## config.mk

```make
export PLATFORM = sky130hd
export DESIGN_NAME = mult_div_unit_flat
export DESIGN_NICKNAME = d
export VERILOG_FILES = /design/src/rtl/mult_div_unit_if.sv /design/src/rtl/mult_div_unit.sv /design/src/flat_wrapper.sv
export SDC_FILE = /design/constraint.sdc
export NUM_CORES = 1
export LEC_CHECK = 0
export ABC_AREA = 1
export BUFFER_PORTS_ARGS = -buffer_cell sky130_fd_sc_hd__clkbuf_2
export CAP_MARGIN = 5
export CORE_MARGIN = 2
export CORE_UTILIZATION = 40
export CTS_CLUSTER_DIAMETER = 60
export DETAILED_ROUTE_END_ITERATION = 12
export PLACE_DENSITY = 0.66
export SYNTH_ARGS = -nofsm -noshare
export SYNTH_HDL_FRONTEND = slang
export SYNTH_SLANG_ARGS = --single-unit
```

## constraint.sdc

```tcl
create_clock -name CLK -period 16.6 [get_ports CLK]
set_input_delay 1.66 -clock CLK [delete_from_list [all_inputs] [get_ports CLK]]
set_output_delay 1.66 -clock CLK [all_outputs]
set_load 0.05 [all_outputs]
```

## src/rtl/mult_div_unit_if.sv

```systemverilog
// ---------------------------------------------------------------------------
// mult_div_unit_if
// Request/response bundle between the execute-stage control and the
// iterative multiply/divide unit.
//
// Parameters:
//   WIDTH   operand width; HI and LO are each WIDTH bits
//
// Signals:
//   start   request a new operation (only sampled while busy=0)
//   op      00 MULT, 01 MULTU, 10 DIV, 11 DIVU
//   a, b    rs / rt operands
//   flush   squash the in-flight operation
//   hi_wen  MTHI write strobe
//   lo_wen  MTLO write strobe
//   wdat    MTHI/MTLO write data
//   busy    operation in flight
//   done    one-cycle pulse when HI/LO hold a fresh result
//   hi, lo  result registers
//
// Modports: master (control side) drives requests, slave (the unit) drives
// busy/done/hi/lo.
// ---------------------------------------------------------------------------
interface mult_div_unit_if #(
    parameter int WIDTH = 32
);
    logic             start;
    logic [1:0]       op;
    logic [WIDTH-1:0] a;
    logic [WIDTH-1:0] b;
    logic             flush;
    logic             hi_wen;
    logic             lo_wen;
    logic [WIDTH-1:0] wdat;
    logic             busy;
    logic             done;
    logic [WIDTH-1:0] hi;
    logic [WIDTH-1:0] lo;

    modport master (
        output start, op, a, b, flush, hi_wen, lo_wen, wdat,
        input  busy, done, hi, lo
    );

    modport slave (
        input  start, op, a, b, flush, hi_wen, lo_wen, wdat,
        output busy, done, hi, lo
    );
endinterface

```

## src/rtl/mult_div_unit.sv

```systemverilog
// ---------------------------------------------------------------------------
// mult_div_unit
// Iterative MIPS multiply/divide unit with HI/LO result registers.
// MULT/MULTU use one radix-2 shift-add step per cycle, DIV/DIVU one
// restoring shift-subtract step per cycle, both on operand magnitudes; a
// final FIX cycle applies sign correction and writes HI/LO.
//
// Ports:
//   CLK   clock, all state on the rising edge
//   RST   asynchronous active-high reset
//   bus   mult_div_unit_if.slave (start/op/a/b/flush/hi_wen/lo_wen/wdat in,
//         busy/done/hi/lo out)
//
// Build option:
//   MDU_EARLY_OUT_EN  when defined, a multiply leaves CALC once the remaining
//                     multiplier bits are zero, and a divide by zero skips
//                     CALC entirely. Results are identical either way.
//
// Timing (default build): start sampled at edge N, busy from N+1 through the
// FIX cycle, done pulses in the cycle after edge N+WIDTH+1.
// ---------------------------------------------------------------------------
module mult_div_unit #(
    parameter int WIDTH = 32
) (
    input  logic          CLK,
    input  logic          RST,
    mult_div_unit_if.slave bus
);
    localparam int CNT_W = $clog2(WIDTH) + 1;
    localparam logic [CNT_W-1:0] CNT_INIT = CNT_W'(WIDTH);
    localparam logic [CNT_W-1:0] CNT_ONE  = CNT_W'(1);

    typedef enum logic [1:0] {
        IDLE = 2'd0,
        CALC = 2'd1,
        FIX  = 2'd2
    } state_t;

    state_t             state_r;
    state_t             next_state_s;
    logic               busy_r;
    logic               done_r;
    logic               busy_n_s;
    logic               done_n_s;

    logic [CNT_W-1:0]   cnt_r;
    logic [2*WIDTH-1:0] acc_r;      // mult: product; div: {remainder, quotient}
    logic [2*WIDTH-1:0] mcand_r;    // mult: shifted multiplicand; div: divisor in low half
    logic [WIDTH-1:0]   mplier_r;   // mult: multiplier bits not yet consumed
    logic [WIDTH-1:0]   a_raw_r;    // raw dividend, returned in HI on divide by zero
    logic               is_div_r;
    logic               div_zero_r;
    logic               neg_prod_r;
    logic               neg_quo_r;
    logic               neg_rem_r;
    logic [WIDTH-1:0]   hi_r;
    logic [WIDTH-1:0]   lo_r;

    logic               accept_s;
    logic               signed_op_s;
    logic               div_zero_in_s;
    logic [WIDTH-1:0]   a_mag_s;
    logic [WIDTH-1:0]   b_mag_s;
    logic               calc_last_s;
    logic [2*WIDTH-1:0] mult_acc_s;
    logic [WIDTH:0]     div_trial_s;
    logic [2*WIDTH-1:0] div_acc_s;
    logic [2*WIDTH-1:0] prod_s;
    logic [WIDTH-1:0]   hi_res_s;
    logic [WIDTH-1:0]   lo_res_s;
`ifdef MDU_EARLY_OUT_EN
    logic               mult_rest_zero_s;
`endif

    // Two's-complement magnitude when the operand is treated as signed.
    function automatic logic [WIDTH-1:0] magnitude(input logic [WIDTH-1:0] x,
                                                   input logic             sgn);
        logic [WIDTH-1:0] m;
        if (sgn && x[WIDTH-1]) begin
            m = -x;
        end else begin
            m = x;
        end
        return m;
    endfunction

    assign bus.busy = busy_r;
    assign bus.done = done_r;
    assign bus.hi   = hi_r;
    assign bus.lo   = lo_r;

    // Request decode: acceptance, signedness and operand magnitudes.
    always_comb begin
        signed_op_s   = ~bus.op[0];
        accept_s      = (state_r == IDLE) && bus.start && !bus.flush;
        div_zero_in_s = bus.op[1] && (bus.b == {WIDTH{1'b0}});
        a_mag_s       = magnitude(bus.a, signed_op_s);
        b_mag_s       = magnitude(bus.b, signed_op_s);
    end

    // Decide whether the current CALC cycle is the last iteration.
    always_comb begin
`ifdef MDU_EARLY_OUT_EN
        // Remaining multiplier bits after this step are all zero: product complete.
        mult_rest_zero_s = (mplier_r[WIDTH-1:1] == {(WIDTH-1){1'b0}});
        if (!is_div_r && mult_rest_zero_s) begin
            calc_last_s = 1'b1;
        end else begin
            calc_last_s = (cnt_r == CNT_ONE);
        end
`else
        calc_last_s = (cnt_r == CNT_ONE);
`endif
    end

    // FSM state register together with the registered busy/done outputs.
    always_ff @(posedge CLK or posedge RST) begin
        if (RST) begin
            state_r <= IDLE;
            busy_r  <= 1'b0;
            done_r  <= 1'b0;
        end else begin
            state_r <= next_state_s;
            busy_r  <= busy_n_s;
            done_r  <= done_n_s;
        end
    end

    // FSM next-state logic.
    always_comb begin
        next_state_s = state_r;
        case (state_r)
            IDLE: begin
                if (accept_s) begin
`ifdef MDU_EARLY_OUT_EN
                    if (div_zero_in_s) begin
                        next_state_s = FIX;
                    end else begin
                        next_state_s = CALC;
                    end
`else
                    next_state_s = CALC;
`endif
                end else begin
                    next_state_s = IDLE;
                end
            end
            CALC: begin
                if (bus.flush) begin
                    next_state_s = IDLE;
                end else if (calc_last_s) begin
                    next_state_s = FIX;
                end else begin
                    next_state_s = CALC;
                end
            end
            FIX: begin
                next_state_s = IDLE;
            end
            default: begin
                next_state_s = IDLE;
            end
        endcase
    end

    // FSM output logic: next-cycle values of busy and done.
    always_comb begin
        busy_n_s = (next_state_s != IDLE);
        if ((state_r == FIX) && !bus.flush) begin
            done_n_s = 1'b1;
        end else begin
            done_n_s = 1'b0;
        end
    end

    // One iteration of shift-add (multiply) and restoring divide.
    always_comb begin
        if (mplier_r[0]) begin
            mult_acc_s = acc_r + mcand_r;
        end else begin
            mult_acc_s = acc_r;
        end
        // Shift the next dividend bit into the partial remainder and trial-subtract.
        div_trial_s = {acc_r[2*WIDTH-1:WIDTH], acc_r[WIDTH-1]} - {1'b0, mcand_r[WIDTH-1:0]};
        if (!div_trial_s[WIDTH]) begin
            div_acc_s = {div_trial_s[WIDTH-1:0], acc_r[WIDTH-2:0], 1'b1};
        end else begin
            div_acc_s = {acc_r[2*WIDTH-2:0], 1'b0};
        end
    end

    // Sign correction and selection of the value written to HI/LO in FIX.
    always_comb begin
        if (neg_prod_r) begin
            prod_s = -acc_r;
        end else begin
            prod_s = acc_r;
        end
        hi_res_s = prod_s[2*WIDTH-1:WIDTH];
        lo_res_s = prod_s[WIDTH-1:0];
        if (is_div_r) begin
            if (div_zero_r) begin
                hi_res_s = a_raw_r;
                lo_res_s = {WIDTH{1'b1}};
            end else begin
                // Remainder follows the dividend's sign; MIN / -1 wraps back to MIN.
                if (neg_rem_r) begin
                    hi_res_s = -acc_r[2*WIDTH-1:WIDTH];
                end else begin
                    hi_res_s = acc_r[2*WIDTH-1:WIDTH];
                end
                if (neg_quo_r) begin
                    lo_res_s = -acc_r[WIDTH-1:0];
                end else begin
                    lo_res_s = acc_r[WIDTH-1:0];
                end
            end
        end else begin
            hi_res_s = prod_s[2*WIDTH-1:WIDTH];
            lo_res_s = prod_s[WIDTH-1:0];
        end
    end

    // Iteration datapath: operand capture at start and per-cycle stepping.
    always_ff @(posedge CLK or posedge RST) begin
        if (RST) begin
            cnt_r      <= {CNT_W{1'b0}};
            acc_r      <= {(2*WIDTH){1'b0}};
            mcand_r    <= {(2*WIDTH){1'b0}};
            mplier_r   <= {WIDTH{1'b0}};
            a_raw_r    <= {WIDTH{1'b0}};
            is_div_r   <= 1'b0;
            div_zero_r <= 1'b0;
            neg_prod_r <= 1'b0;
            neg_quo_r  <= 1'b0;
            neg_rem_r  <= 1'b0;
        end else begin
            case (state_r)
                IDLE: begin
                    if (accept_s) begin
                        cnt_r      <= CNT_INIT;
                        a_raw_r    <= bus.a;
                        is_div_r   <= bus.op[1];
                        div_zero_r <= div_zero_in_s;
                        neg_prod_r <= (bus.op == 2'b00) && (bus.a[WIDTH-1] ^ bus.b[WIDTH-1]);
                        neg_quo_r  <= (bus.op == 2'b10) && (bus.a[WIDTH-1] ^ bus.b[WIDTH-1]);
                        neg_rem_r  <= (bus.op == 2'b10) && bus.a[WIDTH-1];
                        if (bus.op[1]) begin
                            acc_r    <= {{WIDTH{1'b0}}, a_mag_s};
                            mcand_r  <= {{WIDTH{1'b0}}, b_mag_s};
                            mplier_r <= {WIDTH{1'b0}};
                        end else begin
                            acc_r    <= {(2*WIDTH){1'b0}};
                            mcand_r  <= {{WIDTH{1'b0}}, a_mag_s};
                            mplier_r <= b_mag_s;
                        end
                    end
                end
                CALC: begin
                    cnt_r <= cnt_r - CNT_ONE;
                    if (is_div_r) begin
                        acc_r <= div_acc_s;
                    end else begin
                        acc_r    <= mult_acc_s;
                        mcand_r  <= mcand_r << 1'b1;
                        mplier_r <= mplier_r >> 1'b1;
                    end
                end
                default: begin
                end
            endcase
        end
    end

    // HI/LO registers: result write on completion, MTHI/MTLO while idle.
    always_ff @(posedge CLK or posedge RST) begin
        if (RST) begin
            hi_r <= {WIDTH{1'b0}};
            lo_r <= {WIDTH{1'b0}};
        end else if ((state_r == FIX) && !bus.flush) begin
            hi_r <= hi_res_s;
            lo_r <= lo_res_s;
        end else if (!busy_r) begin
            if (bus.hi_wen) begin
                hi_r <= bus.wdat;
            end
            if (bus.lo_wen) begin
                lo_r <= bus.wdat;
            end
        end
    end

endmodule

```

## src/flat_wrapper.sv

```systemverilog
// flat-port wrapper written by rule: the top's interface ports become plain ports
module mult_div_unit_flat 
#(
    parameter int WIDTH = 32
)
  (CLK, RST, bus_start, bus_op, bus_a, bus_b, bus_flush, bus_hi_wen, bus_lo_wen, bus_wdat, bus_busy, bus_done, bus_hi, bus_lo);
  mult_div_unit_if #(.WIDTH(WIDTH)) bus_i ();
  input  logic CLK;
  input  logic RST;
  input wire logic [$bits(bus_i.start)-1:0] bus_start;
  input wire logic [$bits(bus_i.op)-1:0] bus_op;
  input wire logic [$bits(bus_i.a)-1:0] bus_a;
  input wire logic [$bits(bus_i.b)-1:0] bus_b;
  input wire logic [$bits(bus_i.flush)-1:0] bus_flush;
  input wire logic [$bits(bus_i.hi_wen)-1:0] bus_hi_wen;
  input wire logic [$bits(bus_i.lo_wen)-1:0] bus_lo_wen;
  input wire logic [$bits(bus_i.wdat)-1:0] bus_wdat;
  output wire logic [$bits(bus_i.busy)-1:0] bus_busy;
  output wire logic [$bits(bus_i.done)-1:0] bus_done;
  output wire logic [$bits(bus_i.hi)-1:0] bus_hi;
  output wire logic [$bits(bus_i.lo)-1:0] bus_lo;
  assign bus_i.start = bus_start;
  assign bus_i.op = bus_op;
  assign bus_i.a = bus_a;
  assign bus_i.b = bus_b;
  assign bus_i.flush = bus_flush;
  assign bus_i.hi_wen = bus_hi_wen;
  assign bus_i.lo_wen = bus_lo_wen;
  assign bus_i.wdat = bus_wdat;
  assign bus_busy = bus_i.busy;
  assign bus_done = bus_i.done;
  assign bus_hi = bus_i.hi;
  assign bus_lo = bus_i.lo;
  mult_div_unit #(.WIDTH(WIDTH)) u_core (.CLK(CLK), .RST(RST), .bus(bus_i));
endmodule
```

---- Word-level counts from Yosys, hierarchy flattened ----
Cells that the tools add are included.
storage, ports and cells
  word-level logic and storage cells ...... 92
  memory bits (read-only) ................. 0
  memory bits (writable) .................. 0
  bits in latches ......................... 0
  output and inout bits ................... 66
  memories ................................ 0
  bits in registers ....................... 271
cells by class
  order comparisons ....................... 0
  add/subtract/negate cells ............... 8
  equality and inequality tests ........... 8
  bitwise operators ....................... 2
  shift-type cells ........................ 0
  $mul .................................... 0
  reductions and logical operators ........ 23
  muxes and demuxes ....................... 36
  div/mod/pow operators ................... 0
operators by type and width
  operator               number
  $mux W32               19
  $mux W64               7
  $pmux W64 S2           2
  $neg A32 Y32           4
  $add A64 B64 Y64       1
  $neg A64 Y64           1
  $pmux W32 S2           1
  $sub A33 B32 Y33       1
  $logic_not A32 Y1      1
  $pmux W6 S2            1
  $logic_and A1 B1 Y1    9
  $reduce_and A2 Y1      4
  $reduce_bool A2 Y1     4
  $eq A6 B1 Y1 const B   1
  $mux W6                1
  $reduce_and A3 Y1      2
  $sub A6 B1 Y6 const B  1
  $eq A2 B2 Y1 const B   2
  $logic_not A2 Y1       2
  $mux W2                2
  $ne A2 B2 Y1 const B   2
  $pmux W2 S2            1
  $ne A3 B1 Y1 const B   1
  $eq A2 B1 Y1 const B   1
  5 further kinds        6

---- Depth between registers and ports, before layout ----
Gate-level depths: netlist (run 1).
  depth after elaboration ................. 6
  mapped depth ............................ 19
  gate-level depth less buffers ........... 18

---- Worst setup path before layout (run 1) ----
No wires, ideal clock.
  kind .................................... input to register
  start ................................... input bus_b[0]
  end ..................................... register u_core.mcand_r[20]
  buffers on the path ..................... 0
  data arrival time ....................... 2960 ps
  data required time ...................... 16474 ps
  library setup time ...................... 126 ps
  cell stages on the path ................. 10
  setup slack ............................. 13514 ps
  path through ............................ inv_1 ha_1 nand4_1 nor2_2 nand3b_1 o21ai_0 xor2_1 nand2_1 nand3_1 o21ai_0
between the ends
  cells in the longest elaborated chain, start to end .. 5
RTL lines
  element               line                  source
  start, declared       flat_wrapper.sv:13    input wire logic [$bits(bus_i.b)-1:0] bus_b;
  $neg A32 Y32          mult_div_unit.sv:80   m = -x;
  $mux W32              mult_div_unit.sv:79   if (sgn && x[WIDTH-1]) begin
  $mux W32              mult_div_unit.sv:248  if (bus.op[1]) begin
  $mux W64              mult_div_unit.sv:240  if (accept_s) begin
  $pmux W64 S2          mult_div_unit.sv:238  case (state_r)
  end signal, assigned  mult_div_unit.sv:250  mcand_r <= {{WIDTH{1'b0}}, b_mag_s};
  end signal, assigned  mult_div_unit.sv:254  mcand_r <= {{WIDTH{1'b0}}, a_mag_s};
  end signal, assigned  mult_div_unit.sv:265  mcand_r <= mcand_r << 1'b1;
  end, declared         mult_div_unit.sv:48   logic [2*WIDTH-1:0] mcand_r;
No other way between the ends. The select of a mux whose other input is x is not followed.
A chain may end at the register's enable or synchronous reset.

---- Worst setup path in the final report (run 1) ----
  start ................................... register u_core.is_div_r
  end ..................................... register u_core.lo_r[5], in the netlist u_core.bus.lo[5]
between the ends
  cells in the longest elaborated chain, start to end .. 2
RTL lines
  element                 line                  source
  start, declared         mult_div_unit.sv:51   logic is_div_r;
  start signal, assigned  mult_div_unit.sv:243  is_div_r <= bus.op[1];
  $mux W32                mult_div_unit.sv:201  if (is_div_r) begin
  $mux W32                mult_div_unit.sv:280  end else if ((state_r == FIX) && !bus.flush) begin
  end signal, assigned    mult_div_unit.sv:279  lo_r <= {WIDTH{1'b0}};
  end signal, assigned    mult_div_unit.sv:282  lo_r <= lo_res_s;
  end signal, assigned    mult_div_unit.sv:288  lo_r <= bus.wdat;
  end, declared           mult_div_unit.sv:57   logic [WIDTH-1:0] lo_r;
No other way between the ends.

==> impl_metrics.toml, run 1 <==
[yosys]
synth_area_per_cell_um2 = 5.80
synth-edff-count = 0
syn_nets = 4802
ys_seq_area_frac = 0.254
synthTopCellsByArea = "dfrtp_1 (25%), nand2_1 (23%), inv_1 (11%), nand3_1 (7.1%), nor2_1 (5.3%)"
syn_inst = 4595
syn_area_um2 = 26700
synth-main-ff-cell = "dfrtp_1"
async_reset_ff_frac = 1.00
synth_cell_type_count = 55
netlist.area_leader.share = 0.254
ys_seq_elements = 271
synth_warnings = 0
yosys.area.top_type = "dfrtp_1"

[placed_design]
gp_congestion = 1.08
dp_hpwl_um = 98400
dp.cells = 5531
placed_cell_area_um2 = 28300
port_buffers = 169

[timing]
hold_slack_ns = 0.487
finClkSkew_ns = 0.0229
setup_violations = 0
layout_min_cycle_time_ns = 4.24
tns_ns = 0
fmax_mhz = 236
finalCritPeriodShare = 0.256
rsz0062_at_grt = "false"
worst_slew_pin_slew_ns = 1.20
relSlewSlack = 0.192
slew_violations = 0
hold_violations = 0

[critical_path]
cp_max_fo = 79
reg2reg_from = "u_core.is_div_r$_DFFE_PP0P_"
worst_r2r_endpoint = "u_core.bus.lo[5]$_DFFE_PP0P_"
cp.required_ns = 17.06
worstPathCellList = "buf_4 -> inv_2 -> nor2_4 -> inv_2 -> nor2_2 -> inv_2 -> nand2_1 -> inv_2 -> o21ai_0 -> a21oi_1 -> a21oi_1 -> o21ai_1"
crit_top_cell = "inv_2"
cp.arrival_ns = 4.71
cp-end-kind = "register"
cp_slowest_stage_delay_ns = 0.71
worstSetupPathType = "reg2reg"
cp_slowest_cell = "nor2_4"
r2r_slack_ns = 12.36
r2r_cells = 12
startpoint_type = "register"

[detailed_routing]
drt_iter0_markers = 4114
drc = 0
routedWlPerCell_um = 21.9
wirelength_um = 123000
antenna_left = 0
via_per_inst = 5.48
firstDrtPassIters = 8
via_count = 30700

[flow_run]
drv_cap = 0

[layout]
layout-drive-gt1-share = 0.0725
syn_to_final_growth_pct = 10.9
num-fill-cells = 7234
final_util = 0.449
mostFrequentLayoutCells = "nand2_1 (1664), inv_1 (779), nand3_1 (375), nor2_1 (375), dfrtp_1 (270)"
finish.net_count = 4913
design_area_um2 = 29600
final_common_cell = "nand2_1"
instances_no_fill = 5601

[global_routing]
grt_usage = 0.345
globalRouteMet2Util = 0.482
grt_pass1_vias = 27600
grt_use_met1 = 0.493
grt_pass1_wl_um = 179000
grt_overflow = 0
use_met3 = 0.0867
antenna_found_initial = 7
grt_max_degree = 100
grt_busiest_layer = "met1"

[die]
core_um2 = 65900
start_util = 0.405
io_pins = 170
die_y_um = 262
die_w_um = 262
rows = 94
die_area_um2 = 68700

[clocking]
cts_buffer_depth = 3
cts_tree = "yes"
numCtsBuffers = 37
postCtsSetupBuffers = 0
htreeDepth = 2
clk_pin_slew_ns = 0.06
clk_latency_ns = 0.60
hold_buffers = 0
root_buffer = "clkbuf_16"
clock-sinks = 271
cts_resized = 0

[hold_path]
hold_path.startpoint = "u_core.mplier_r[1]$_DFFE_PP0P_"
whs_endpoint = "u_core.mplier_r[1]$_DFFE_PP0P_"
hold_class = "reg2reg"
holdPathStages = 2

[pwr]
p_leak_nw = 16.1
vdd.ir_drop.worst_mv = 0.103
p_per_area_nw_per_um2 = 204

[outcome]
status = "finished clean"
-- where the power goes --
| part | switching [mW] | internal (mW) |
|---|---|---|
| clock network | 0.350 | 0.484 |
| registers | 0.440 | 0.870 |
| logic | 2.79 | 1.09 |
| total | 3.58 | 2.45 |
-- Yosys cell counts (6+ instances only) --
cell type and n:
a21boi_1 7, a21oi_1 198, a22oi_1 48, a31oi_1 19
a32oi_1 9, and2_1 6, buf_1 17, buf_2 43
clkbuf_1 66, dfrtp_1 271, ha_1 101, inv_1 780
inv_2 14, nand2_1 1665, nand2_2 7, nand3_1 376
nand3b_1 9, nand4_1 39, nor2_1 378, nor2_2 13
nor2_4 6, nor3_1 36, o211ai_1 17, o21ai_0 217
o21ai_1 17, o21bai_1 7, o221ai_1 11, o22ai_1 42
or2_2 14, xnor2_1 23, xor2_1 85
-- final cells by class --
cell class | count | area, um2 | share of cell area
Sequential cell | 271 | 6780 | 0.229
Antenna cell | 3 | 7.51 | 0.000254
Inverter | 797 | 3000 | 0.101
Clock buffer | 47 | 1000 | 0.0339
Timing Repair Buffer | 205 | 1120 | 0.0377
Multi-Input combinational cell | 3394 | 16300 | 0.552
Clock inverter | 20 | 249 | 0.00842
Tap cell | 864 | 1080 | 0.0366
-- per-stage QoR --
| step | power, mW | worst slack (ns) |
|---|---|---|
| 2_1_floorplan | 3.70 | 7.47 |
| 3_3_place_gp | 5.04 | 12.13 |
| 3_5_place_dp | 5.03 | 12.06 |
| 4_1_cts | 5.89 | 12.55 |
| 5_1_grt | 6.41 | 12.28 |
| 6_report | 6.02 | 12.36 |
-- kinds of logic (layout without fill, tap and decap cells) --
group,count (synthesis),count (layout),synth area share
and+or+nand+nor,2568,2568,0.395
other,0,3,0
adders and majority gates,103,103,0.0489
AOI/OAI and AO/OA,615,615,0.132
DFF,271,271,0.254
xor gates and xnor gates,108,108,0.0355
buffers and inverters,930,1069,0.135
-- layer usage --
layer | vias up | part of all wire
met1 | 14100 | 0.43
li1 | 14700 | -
met3 | 254 | 0.11
met5 | - | 0.00046
met4 | 10 | 0.052
met2 | 1605 | 0.40
-- worst max-delay path: cells and delay by family, from the launching register on --
family / cells / cell delay [ns]
buf+inv: 5 / 1.49
simple gates: 3 / 1.50
flops: 1 / 0.34
compound gates: 4 / 0.66
-- worst max-delay path by stage --
stage | from | to | slack, ns | cells after the start
after floorplan | RST | u_core.a_raw_r[0]$_DFFE_PP0P_ | 7.47 | 1
after global placement | bus_flush | u_core.acc_r[4]$_DFFE_PP0P_ | 12.13 | 10
after detailed placement | bus_flush | u_core.acc_r[6]$_DFFE_PP0P_ | 12.06 | 11
after CTS | u_core.is_div_r$_DFFE_PP0P_ | u_core.bus.lo[5]$_DFFE_PP0P_ | 12.55 | 12
after global routing | u_core.is_div_r$_DFFE_PP0P_ | u_core.bus.lo[5]$_DFFE_PP0P_ | 12.28 | 12
final | u_core.is_div_r$_DFFE_PP0P_ | u_core.bus.lo[5]$_DFFE_PP0P_ | 12.36 | 12
-- registers in the layout (all words and copies together) (netlist names), 2 cells and up --
register / cells
u_core.mcand_r: 64
u_core.mplier_r: 32
u_core.bus.lo: 32
u_core.cnt_r: 6
u_core.bus.hi: 32
u_core.state_r: 2
u_core.a_raw_r: 32
u_core.acc_r: 64
(Power assumes the default switching activity.)
==> run 2, diff against run 1 <==
ABC_AREA = 0   (was 1)
PLACE_DENSITY = 0.69   (was 0.66)
clock period = 3.7 ns   (was 16.6 ns; I/O delays follow)
==> run 2 against run 1 <==
Effect of this change:
- the flow now finishes with violations (setup timing)
- core utilization increased by 4.0 points
- combinational power increased to 3.6 times the previous value
- first-iteration DRC count decreased by 38%
- final area decreased by 13%
- wire length decreased by 30%
- maximum frequency increased by 13%
- register-to-register slack got worse by 12 ns
- largest power group unchanged
- highest routed layer unchanged
==> impl_metrics.toml, run 2 <==
[critical_path]
cp.required_ns = 4.14
cp.arrival_ns = 4.19
startpoint_type = "register"
worstSetupPathType = "reg2reg"
cp_max_fo = 5
cp-end-kind = "register"

[yosys]
synth-main-ff-cell = "dfrtp_1"
yosys.area.top_type = "dfrtp_1"
syn_nets = 2874
netlist.area_leader.share = 0.316
syn_inst = 2667
synthTopCellsByArea = "dfrtp_1 (32%), ha_1 (5.9%), a21oi_1 (5.8%), nand2_1 (5.5%), xnor2_1 (5.4%)"
synth_most_common_cell = "nand2_1"
ys_seq_elements = 271
syn_area_um2 = 21400
synth_area_per_cell_um2 = 8.04
ys_seq_area_frac = 0.316
async_reset_ff_frac = 1.00
synth_warnings = 0
synth-edff-count = 0
synth_common_cells = "nand2_1 (313), dfrtp_1 (271), a21oi_1 (249), nor2_1 (244), o21ai_0 (212)"
synth_cell_type_count = 86

[pwr]
p_leak_nw = 11.3
p_per_area_nw_per_um2 = 877
vdd.ir_drop.worst_mv = 0.435
total_power_mw = 22.6

[layout]
antennaDiodeCount = 0
syn_to_final_growth_pct = 20.4
finish.net_count = 3099
num-fill-cells = 5085
final_common_cell = "nand2_1"
mostFrequentLayoutCells = "nand2_1 (312), dfrtp_1 (267), a21oi_1 (242)"
layout-drive-gt1-share = 0.185
multi_input_area_um2 = 14000
reg_top3 = "u_core.acc_r x64, u_core.mcand_r x64"
seqCellArea_um2 = 6790
final_util = 0.489
design_area_um2 = 25800

[timing]
relSlewSlack = 0.176
layout_min_cycle_time_ns = 3.75
fmax_mhz = 267
tns_ns = -0.137
hold_violations = 0
worst_slew_pin_slew_ns = 1.24
setup_violations = 6
setup_slack_ns = -0.0505
finClkSkew_ns = 0.0367
rsz0062_at_grt = "true"
slew_violations = 0
finalCritPeriodShare = 1.01

[die]
die_y_um = 236
die_w_um = 236
die_area_um2 = 55500
start_util = 0.406
rows = 84
core_um2 = 52800
io_pins = 170

[clocking]
root_buffer = "clkbuf_16"
cts_buffer_depth = 3
clk_latency_ns = 0.57
clock-sinks = 271
cts_tree = "yes"
clk_pin_slew_ns = 0.06
numCtsBuffers = 38
htreeDepth = 2

[detailed_routing]
via_per_inst = 6.15
firstDrtPassIters = 8
drc = 0
drt_iter0_markers = 2537
wirelength_um = 85600
via_count = 22200
antenna_left = 0
routedWlPerCell_um = 23.7

[hold_path]
hold_class = "in2reg"

[global_routing]
grt_pass1_vias = 21200
antenna_found_initial = 1
grt_overflow = 0
grt_usage = 0.299
grt_max_degree = 92
grt_pass1_wl_um = 128000

[placed_design]
port_buffers = 169
placed_cell_area_um2 = 23900
dp_hpwl_um = 65700
post-place-ws_ns = -0.0915
gp_congestion = 0.975

[outcome]
violations = "setup timing"
status = "finished with violations"

[flow_run]
drv_cap = 0
run 2: cell count changes in the layout (fill, tap and decap cells not counted), moves of 34 or more:
| cell | change |
|---|---|
| o22ai_1 | -39 |
| buf_4 | +147 |
| nor2_1 | -135 |
| nand2_1 | -1352 |
| a21o_1 | +47 |
| nand3_1 | -325 |
| a22o_1 | +34 |
| xnor2_1 | +106 |
| a21oi_1 | +45 |
| mux2i_1 | +72 |
| inv_1 | -700 |
run 2: critical path, cell delays in order (launching register included):
cell and delay, ns:
dfrtp_2 0.42, buf_6 0.14, inv_4 0.05, ha_4 0.13, or3b_4 0.38, or3_4 0.41
nor4_4 0.34, nand2_2 0.15, nor3_4 0.28, nand2_1 0.10, or3_4 0.44, buf_12 0.17
o21ai_2 0.12, xnor2_1 0.09, o211ai_1 0.30, o21ai_1 0.11
run 2: through the flow:
| step | instances | hold WS [ns] |
|---|---|---|
| floorplan | 2667 | 0.442 |
| global placement | 3518 | 0.360 |
| detailed placement | 3518 | 0.363 |
| CTS | 3588 | 0.0336 |
| global route | 3608 | 0.0682 |
| finish | 3608 | 0.0522 |
run 2: report_power, final:
part	total (mW)	switching (mW)	internal [mW]
Clock	3.75	1.53	2.22
Combinational	14.0	8.58	5.43
Sequential	4.87	1.01	3.86
run 2: routing by layer:
metal,vias to the layer above,GRT usage,part of all wire
met1,10700,0.406,0.42
met3,198,0.0629,0.092
met4,4,0.165,0.058
met5,-,0.0130,0.0013
li1,10200,-,-
met2,1099,0.441,0.43
run 2: cell families after synthesis:
kind of cell    after synthesis  synth area share
xor+xnor                    202            0.0828
fa+ha+maj                   103            0.0608
mux                          74            0.0347
compound gates              919             0.278
buf+inv                     268            0.0484
flops                       271             0.316
simple gates                830             0.179
run 2: what timing repair did:
item                                   4_1_cts  5_1_grt
setup buffers                                1       18
hold buffers                                 1        0
endpoints found under the hold margin       10        0
gates resized for setup                      8       76
gates cloned                                 0        2
pin swaps                                    5       46
setup endpoints to repair                    4       48
run 2: layout make-up:
class,count,share of cell area
clock inverter,23,0.00926
sequential,271,0.263
inverter,83,0.0124
tap,688,0.0334
clock buffer,45,0.0398
multi-input combinational,2128,0.544
timing repair buffer,370,0.0986
run 2: final timing paths:
kind	start	endpoint	slack [ns]	depth (start not counted)
max	u_core.acc_r[1]$_DFFE_PP0P_	u_core.bus.hi[4]$_DFFE_PP0P_	-0.05	15
min	bus_flush	u_core.state_r[1]$_DFF_PP0_	0.05	2
max reg2reg	u_core.acc_r[1]$_DFFE_PP0P_	u_core.bus.hi[4]$_DFFE_PP0P_	-0.05	15
min reg2reg	u_core.cnt_r[5]$_DFFE_PP0P_	u_core.cnt_r[5]$_DFFE_PP0P_	0.48	1
max in group asynchronous	RST	u_core.mcand_r[35]$_DFFE_PP0P_	2.50	4
min in group asynchronous	RST	u_core.a_raw_r[9]$_DFFE_PP0P_	0.33	3
